<file path="src/rtl/y86_pkg.sv">
// rtl/y86_pkg.sv - Y86-64 icode, register ID and status constants
package y86_pkg;

    localparam logic [3:0] IHALT   = 4'd0;
    localparam logic [3:0] INOP    = 4'd1;
    localparam logic [3:0] IRRMOVQ = 4'd2;
    localparam logic [3:0] IIRMOVQ = 4'd3;
    localparam logic [3:0] IRMMOVQ = 4'd4;
    localparam logic [3:0] IMRMOVQ = 4'd5;
    localparam logic [3:0] IOPQ    = 4'd6;
    localparam logic [3:0] IJXX    = 4'd7;
    localparam logic [3:0] ICALL   = 4'd8;
    localparam logic [3:0] IRET    = 4'd9;
    localparam logic [3:0] IPUSHQ  = 4'd10;
    localparam logic [3:0] IPOPQ   = 4'd11;

    localparam logic [3:0] RSP_ID  = 4'd4;
    localparam logic [3:0] RNONE   = 4'd15;

    localparam logic [2:0] SAOK    = 3'd1;
    localparam logic [2:0] SHLT    = 3'd2;
    localparam logic [2:0] SADR    = 3'd3;
    localparam logic [2:0] SINS    = 3'd4;

endpackage

</file>
<file path="src/rtl/writeback_regfile_if.sv">
// rtl/writeback_regfile_if.sv - decode/write-back bundle between the SEQ datapath and the register file
interface writeback_regfile_if #(
    parameter int WIDTH = 64
);
    logic [3:0]       icode;
    logic [3:0]       rA;
    logic [3:0]       rB;
    logic             cnd;
    logic [WIDTH-1:0] valE;
    logic [WIDTH-1:0] valM;
    logic             wb_en;
    logic [2:0]       stat_in;
    logic [3:0]       srcA;
    logic [3:0]       srcB;
    logic [3:0]       dbg_addr;
    logic [WIDTH-1:0] valA;
    logic [WIDTH-1:0] valB;
    logic [WIDTH-1:0] dbg_data;
    logic [3:0]       dstE;
    logic [3:0]       dstM;
    logic [2:0]       stat_out;
    logic             halted;

    modport master (
        output icode, rA, rB, cnd, valE, valM, wb_en, stat_in, srcA, srcB, dbg_addr,
        input  valA, valB, dbg_data, dstE, dstM, stat_out, halted
    );

    modport slave (
        input  icode, rA, rB, cnd, valE, valM, wb_en, stat_in, srcA, srcB, dbg_addr,
        output valA, valB, dbg_data, dstE, dstM, stat_out, halted
    );

endinterface

</file>
<file path="src/rtl/writeback_regfile_regfile_2r2w.sv">
// rtl/writeback_regfile_regfile_2r2w.sv - 15-entry register storage, three read ports, two write ports
module regfile_2r2w #(
    parameter int         WIDTH = 64,
    parameter int         NREG  = 15,
    parameter logic [3:0] RNONE = 4'd15
) (
    input  logic             clk,
    input  logic             rst_n,
    input  logic             we,
    input  logic [3:0]       addr_e,
    input  logic [WIDTH-1:0] data_e,
    input  logic [3:0]       addr_m,
    input  logic [WIDTH-1:0] data_m,
    input  logic [3:0]       ra_a,
    output logic [WIDTH-1:0] rd_a,
    input  logic [3:0]       ra_b,
    output logic [WIDTH-1:0] rd_b,
    input  logic [3:0]       ra_d,
    output logic [WIDTH-1:0] rd_d
);

    logic [WIDTH-1:0] regs [NREG];

    // The M write is issued last so it overrides E when both target the same ID.
    always_ff @(posedge clk or negedge rst_n) begin
        if (!rst_n) begin
            for (int i = 0; i < NREG; i++) begin
                regs[i] <= '0;
            end
        end else if (we) begin
            if (addr_e != RNONE) begin
                regs[addr_e] <= data_e;
            end
            if (addr_m != RNONE) begin
                regs[addr_m] <= data_m;
            end
        end
    end

    assign rd_a = (ra_a == RNONE) ? '0 : regs[ra_a];
    assign rd_b = (ra_b == RNONE) ? '0 : regs[ra_b];
    assign rd_d = (ra_d == RNONE) ? '0 : regs[ra_d];

endmodule

</file>
<file path="src/rtl/writeback_regfile.sv">
// rtl/writeback_regfile.sv - SEQ write-back: destination select, sticky status and register commit
module writeback_regfile #(
    parameter int         WIDTH  = 64,
    parameter int         NREG   = 15,
    parameter logic [3:0] RSP_ID = y86_pkg::RSP_ID,
    parameter logic [3:0] RNONE  = y86_pkg::RNONE
) (
    input  logic                 clk,
    input  logic                 rst_n,
    writeback_regfile_if.slave   wb
);
    import y86_pkg::*;

    logic [3:0] dst_e;
    logic [3:0] dst_m;
    logic [2:0] stat_q;
    logic       halted;
    logic       commit;

    always_comb begin
        dst_e = RNONE;
        case (wb.icode)
            IRRMOVQ:                     dst_e = wb.cnd ? wb.rB : RNONE;
            IIRMOVQ, IOPQ:               dst_e = wb.rB;
            ICALL, IRET, IPUSHQ, IPOPQ:  dst_e = RSP_ID;
            default:                     dst_e = RNONE;
        endcase
    end

    always_comb begin
        dst_m = RNONE;
        if (wb.icode == IMRMOVQ || wb.icode == IPOPQ) begin
            dst_m = wb.rA;
        end
    end

    // Status only follows valid instructions and freezes at the first non-AOK one.
    always_ff @(posedge clk or negedge rst_n) begin
        if (!rst_n) begin
            stat_q <= SAOK;
        end else if (wb.wb_en && !halted) begin
            stat_q <= wb.stat_in;
        end
    end

    assign halted = (stat_q != SAOK);
    assign commit = wb.wb_en && (wb.stat_in == SAOK) && !halted;

    regfile_2r2w #(
        .WIDTH (WIDTH),
        .NREG  (NREG),
        .RNONE (RNONE)
    ) u_regfile (
        .clk    (clk),
        .rst_n  (rst_n),
        .we     (commit),
        .addr_e (dst_e),
        .data_e (wb.valE),
        .addr_m (dst_m),
        .data_m (wb.valM),
        .ra_a   (wb.srcA),
        .rd_a   (wb.valA),
        .ra_b   (wb.srcB),
        .rd_b   (wb.valB),
        .ra_d   (wb.dbg_addr),
        .rd_d   (wb.dbg_data)
    );

    assign wb.dstE     = dst_e;
    assign wb.dstM     = dst_m;
    assign wb.stat_out = stat_q;
    assign wb.halted   = halted;

endmodule

</file>
<file path="src/flat_wrapper.sv">
// flat-port wrapper written by rule: the top's interface ports become plain ports
module writeback_regfile_flat import y86_pkg::*;
#(
    parameter int         WIDTH  = 64,
    parameter int         NREG   = 15,
    parameter logic [3:0] RSP_ID = y86_pkg::RSP_ID,
    parameter logic [3:0] RNONE  = y86_pkg::RNONE
)
  (clk, rst_n, wb_icode, wb_rA, wb_rB, wb_cnd, wb_valE, wb_valM, wb_wb_en, wb_stat_in, wb_srcA, wb_srcB, wb_dbg_addr, wb_valA, wb_valB, wb_dbg_data, wb_dstE, wb_dstM, wb_stat_out, wb_halted);
  writeback_regfile_if #(.WIDTH(WIDTH)) wb_i ();
  input  logic clk;
  input  logic rst_n;
  input wire logic [$bits(wb_i.icode)-1:0] wb_icode;
  input wire logic [$bits(wb_i.rA)-1:0] wb_rA;
  input wire logic [$bits(wb_i.rB)-1:0] wb_rB;
  input wire logic [$bits(wb_i.cnd)-1:0] wb_cnd;
  input wire logic [$bits(wb_i.valE)-1:0] wb_valE;
  input wire logic [$bits(wb_i.valM)-1:0] wb_valM;
  input wire logic [$bits(wb_i.wb_en)-1:0] wb_wb_en;
  input wire logic [$bits(wb_i.stat_in)-1:0] wb_stat_in;
  input wire logic [$bits(wb_i.srcA)-1:0] wb_srcA;
  input wire logic [$bits(wb_i.srcB)-1:0] wb_srcB;
  input wire logic [$bits(wb_i.dbg_addr)-1:0] wb_dbg_addr;
  output wire logic [$bits(wb_i.valA)-1:0] wb_valA;
  output wire logic [$bits(wb_i.valB)-1:0] wb_valB;
  output wire logic [$bits(wb_i.dbg_data)-1:0] wb_dbg_data;
  output wire logic [$bits(wb_i.dstE)-1:0] wb_dstE;
  output wire logic [$bits(wb_i.dstM)-1:0] wb_dstM;
  output wire logic [$bits(wb_i.stat_out)-1:0] wb_stat_out;
  output wire logic [$bits(wb_i.halted)-1:0] wb_halted;
  assign wb_i.icode = wb_icode;
  assign wb_i.rA = wb_rA;
  assign wb_i.rB = wb_rB;
  assign wb_i.cnd = wb_cnd;
  assign wb_i.valE = wb_valE;
  assign wb_i.valM = wb_valM;
  assign wb_i.wb_en = wb_wb_en;
  assign wb_i.stat_in = wb_stat_in;
  assign wb_i.srcA = wb_srcA;
  assign wb_i.srcB = wb_srcB;
  assign wb_i.dbg_addr = wb_dbg_addr;
  assign wb_valA = wb_i.valA;
  assign wb_valB = wb_i.valB;
  assign wb_dbg_data = wb_i.dbg_data;
  assign wb_dstE = wb_i.dstE;
  assign wb_dstM = wb_i.dstM;
  assign wb_stat_out = wb_i.stat_out;
  assign wb_halted = wb_i.halted;
  writeback_regfile #(.WIDTH(WIDTH), .NREG(NREG), .RSP_ID(RSP_ID), .RNONE(RNONE)) u_core (.clk(clk), .rst_n(rst_n), .wb(wb_i));
endmodule
</file>
<file path="config.mk">
export PLATFORM = sky130hd
export DESIGN_NAME = writeback_regfile_flat
export DESIGN_NICKNAME = d
export VERILOG_FILES = /design/src/rtl/y86_pkg.sv /design/src/rtl/writeback_regfile_if.sv /design/src/rtl/writeback_regfile_regfile_2r2w.sv /design/src/rtl/writeback_regfile.sv /design/src/flat_wrapper.sv
export SDC_FILE = /design/constraint.sdc
export NUM_CORES = 2
export LEC_CHECK = 0
export CAP_MARGIN = 20
export CORE_MARGIN = 2
export CORE_UTILIZATION = 30
export DETAILED_ROUTE_END_ITERATION = 10
export SYNTH_ARGS = -nofsm -noshare
export SYNTH_HDL_FRONTEND = slang
export SYNTH_SLANG_ARGS = --single-unit
</file>
<file path="constraint.sdc">
create_clock -name clk -period 8.65 [get_ports clk]
set_input_delay 1.73 -clock clk [delete_from_list [all_inputs] [get_ports clk]]
set_output_delay 1.73 -clock clk [all_outputs]
set_load 0.01 [all_outputs]
</file>
==> flow_summary_export.csv <==
group,metric,value,unit
outcome,status,"completed",
floorplanning,dieArea,0.223,mm²
logic_synthesis,ys_top_cells_by_count,"962 x dfrtp_1, 768 x mux4_2, 534 x o22ai_1, 499 x a2bb2oi_1, 494 x clkbuf_1",
timing,fin_skew,0.0305,ns
timing,slew_headroom,15.4,%
critical_path,worstPathRequired,6.92,ns
critical_path,endpoint_kind,"primary output",
logic_synthesis,yosysSeqAreaShare,36.7,%
logic_synthesis,yosys_warnings,0,
critical_path,crit_path_start_kind,"input port",
cells_and_area,final_nets,5275,
floorplanning,chipWidth,472,µm
pwr,p_leak,29.4,nW
global_route,grt_max_degree,195,
logic_synthesis,synth_fp_nets,5390,
global_route,overflow,0,
timing,setup_tns,0,ns
critical_path,reg2reg_slack,4.34,ns
timing,min_period_over_period,79.4,%
global_route,antenna_found_initial,47,
logic_synthesis,synth_most_common_cell,"dfrtp_1",
logic_synthesis,avgSynthCellArea,12.5,µm²
floorplanning,core.rowCount,171,
drt,drc_errors,0,
min_path,hold_start,"u_core.wb.stat_out[1]",
critical_path,r2r-start,"u_core.wb.stat_out[0]",
global_route,grt_pass1_vias,55776,
logic_synthesis,synth_fa_ha_area_share,0,%
timing,maxSlewViolCount,0,
global_route,grt_usage,27.1,%
logic_synthesis,synth-xor-area-share,0,%
pwr,vdd_drop_max,165,µV
clocking,clock-sinks,963,
flow_run,drv_cap,0,
timing,worst_pin_slew,1.27,ns
placement,dp_hpwl,170000,µm
placement,port_buffers,362,
critical_path,path_class,"input port to primary output",
cells_and_area,drive_gt1_share,32.6,%
global_route,grt_pass1_wl,437000,µm
clocking,postCtsSetupRepairBufs,0,
cells_and_area,fin_area,0.0753,mm²
timing,setup_viol,0,
clocking,cts_resized,0,
floorplanning,initial_core_util,30.2,%
cells_and_area,ff_latch_area,0.0241,mm²
clocking,clockBufferDepth,3,
logic_synthesis,synth_simple_gate_area_share,3.58,%
placement,placed_area,0.0718,mm²
logic_synthesis,yosysTopAreaCellShare,36.7,%
logic_synthesis,ys_top_cells_by_area,"dfrtp_1 37%, mux4_2 26%, mux2_2 8.3%",
min_path,worstHoldEndpoint,"u_core.wb.stat_out[1]",
cells_and_area,n_fill_cell,21076,
placement,routabilityCongestion,0.853,
timing,max_freq,0.146,GHz
logic_synthesis,syn_inst,5231,
drt,avgViaCountPerCell,7.01,
critical_path,r2r_cells,7,
logic_synthesis,synth_edf_count,0,
drt,vias,56623,
logic_synthesis,synthArstFlopShare,100,%
clocking,worstSkewPairLatency,0.74,ns
floorplanning,die_h,472,µm
cells_and_area,synthToLayoutAreaGrowth,14.7,%
drt,drt_iter0_markers,9420,
drt,drt_wl_total,310000,µm
clocking,cts_buffers,104,
logic_synthesis,synth_flop_cell,"dfrtp_1",
drt,ant_nets,0,
cells_and_area,multi_input_area,0.0390,mm²
critical_path,worstPathMaxFanout,47,
drt,wire_per_inst,38.4,µm
min_path,holdCritPathClass,"flip-flop to flip-flop",
clocking,clk_pin_slew,0.06,ns
clocking,cts_tree,"done",
min_path,min_path_cells,1,
timing,finalCriticalPeriod,6.87,ns
cells_and_area,final_util,34.6,%
critical_path,critical_path_arrival,5.14,ns
pwr,p_per_area,137,mW/mm²
logic_synthesis,ys_seq_elements,963,
critical_path,r2r-end,"u_core.u_regfile.regs[888]",
logic_synthesis,synthMuxAreaShare,39.0,%
clocking,cts-root-buf,"clkbuf_16",
logic_synthesis,synth_top_family_by_area,"multiplexers",
drt,firstDrtPassIters,8,
logic_synthesis,synth-compound-area-share,16.3,%
timing,rsz0062_at_grt,"false",
pwr,finalPower,10.3,mW
clocking,holdBufCountCts,0,
clocking,htree_levels,3,
timing,finalHoldViolations,0,
logic_synthesis,yosysUniqueCellTypes,58,
floorplanning,ios,363,
floorplanning,core_area,0.217,mm²
logic_synthesis,netlist.top_cell.by_area,"dfrtp_1",
logic_synthesis,synth_area,0.0656,mm²
==> flip-flops by register name, summed over array words and instances (netlist names) <==
signal and flops:
u_core.u_regfile.regs 960, u_core.wb.stat_out 3
==> area by class of cell <==
cell class	count	area share [%]
antenna	24	0.0797
clock buffer	151	4.03
clock inverter	34	0.593
inverter	6	0.0299
multi-input combinational	3536	51.8
sequential	963	32.0
tap	2854	4.74
timing repair buffer	505	6.73
==> power breakdown <==
group          leakage (nW)  switching (mW)  internal [mW]
registers              13.5               0           4.50
clock network          1.71            2.07           2.72
logic                  14.3           0.713          0.342
==> worst max-delay path, cell delays in order <==
cell and delay, ns:
buf_8 0.39, nor2b_4 0.95, buf_4 0.74, nand2_1 0.12, o21ai_0 0.10, mux4_2 0.37, clkdlybuf4s50_1 0.57
==> how the worst max path moves through the flow <==
| stage | to | from | slack [ns] | cells past startpoint |
|---|---|---|---|---|
| 2_1_floorplan | wb_valA[0] | wb_srcA[0] | 3.18 | 5 |
| 3_3_place_gp | wb_valB[5] | wb_srcB[0] | 1.92 | 7 |
| 3_5_place_dp | wb_valA[62] | wb_srcA[0] | 1.92 | 7 |
| 4_1_cts | wb_valA[62] | wb_srcA[0] | 1.91 | 7 |
| 5_1_grt | wb_valA[36] | wb_srcA[0] | 1.77 | 7 |
| 6_report | wb_valA[36] | wb_srcA[0] | 1.78 | 7 |
==> cell families after synthesis <==
group	count (synthesis)
muxes	1534
AOI/OAI and AO/OA	1507
DFF	963
buffers and inverters	732
and+or+nand+nor	495
==> placed cells by master (no fill, tap or decap), types with 87 or more instances in the layout <==
master,instances
clkdlybuf4s50_1,349
nor2_1,87
mux4_2,768
nand2_1,207
mux2i_1,256
o22ai_1,533
dfrtp_1,962
buf_4,119
mux2_2,485
o21ai_0,320
a2bb2oi_1,499
clkbuf_16,108
==> layer usage <==
layer | vias up | GRT usage (%) | wire (µm)
met3 | 1116 | 9.24 | 43000
met1 | 29151 | 34.1 | 108000
met4 | 14 | 16.5 | 20400
met2 | 5240 | 40.2 | 138000
met5 | - | 0 | 92
li1 | 21102 | - | -
==> stage by stage <==
step / worst slack [ns] / hold WS, ns / std cells
final: 1.78 / 0.504 / 8073
after global routing: 1.77 / 0.521 / 8066
after CTS: 1.91 / 0.509 / 8048
after detailed placement: 1.92 / 0.487 / 7863
after global placement: 1.92 / 0.474 / 7861
after floorplan: 3.18 / 0.501 / 5231
No activity file was read; power rests on OpenSTA's default activity.
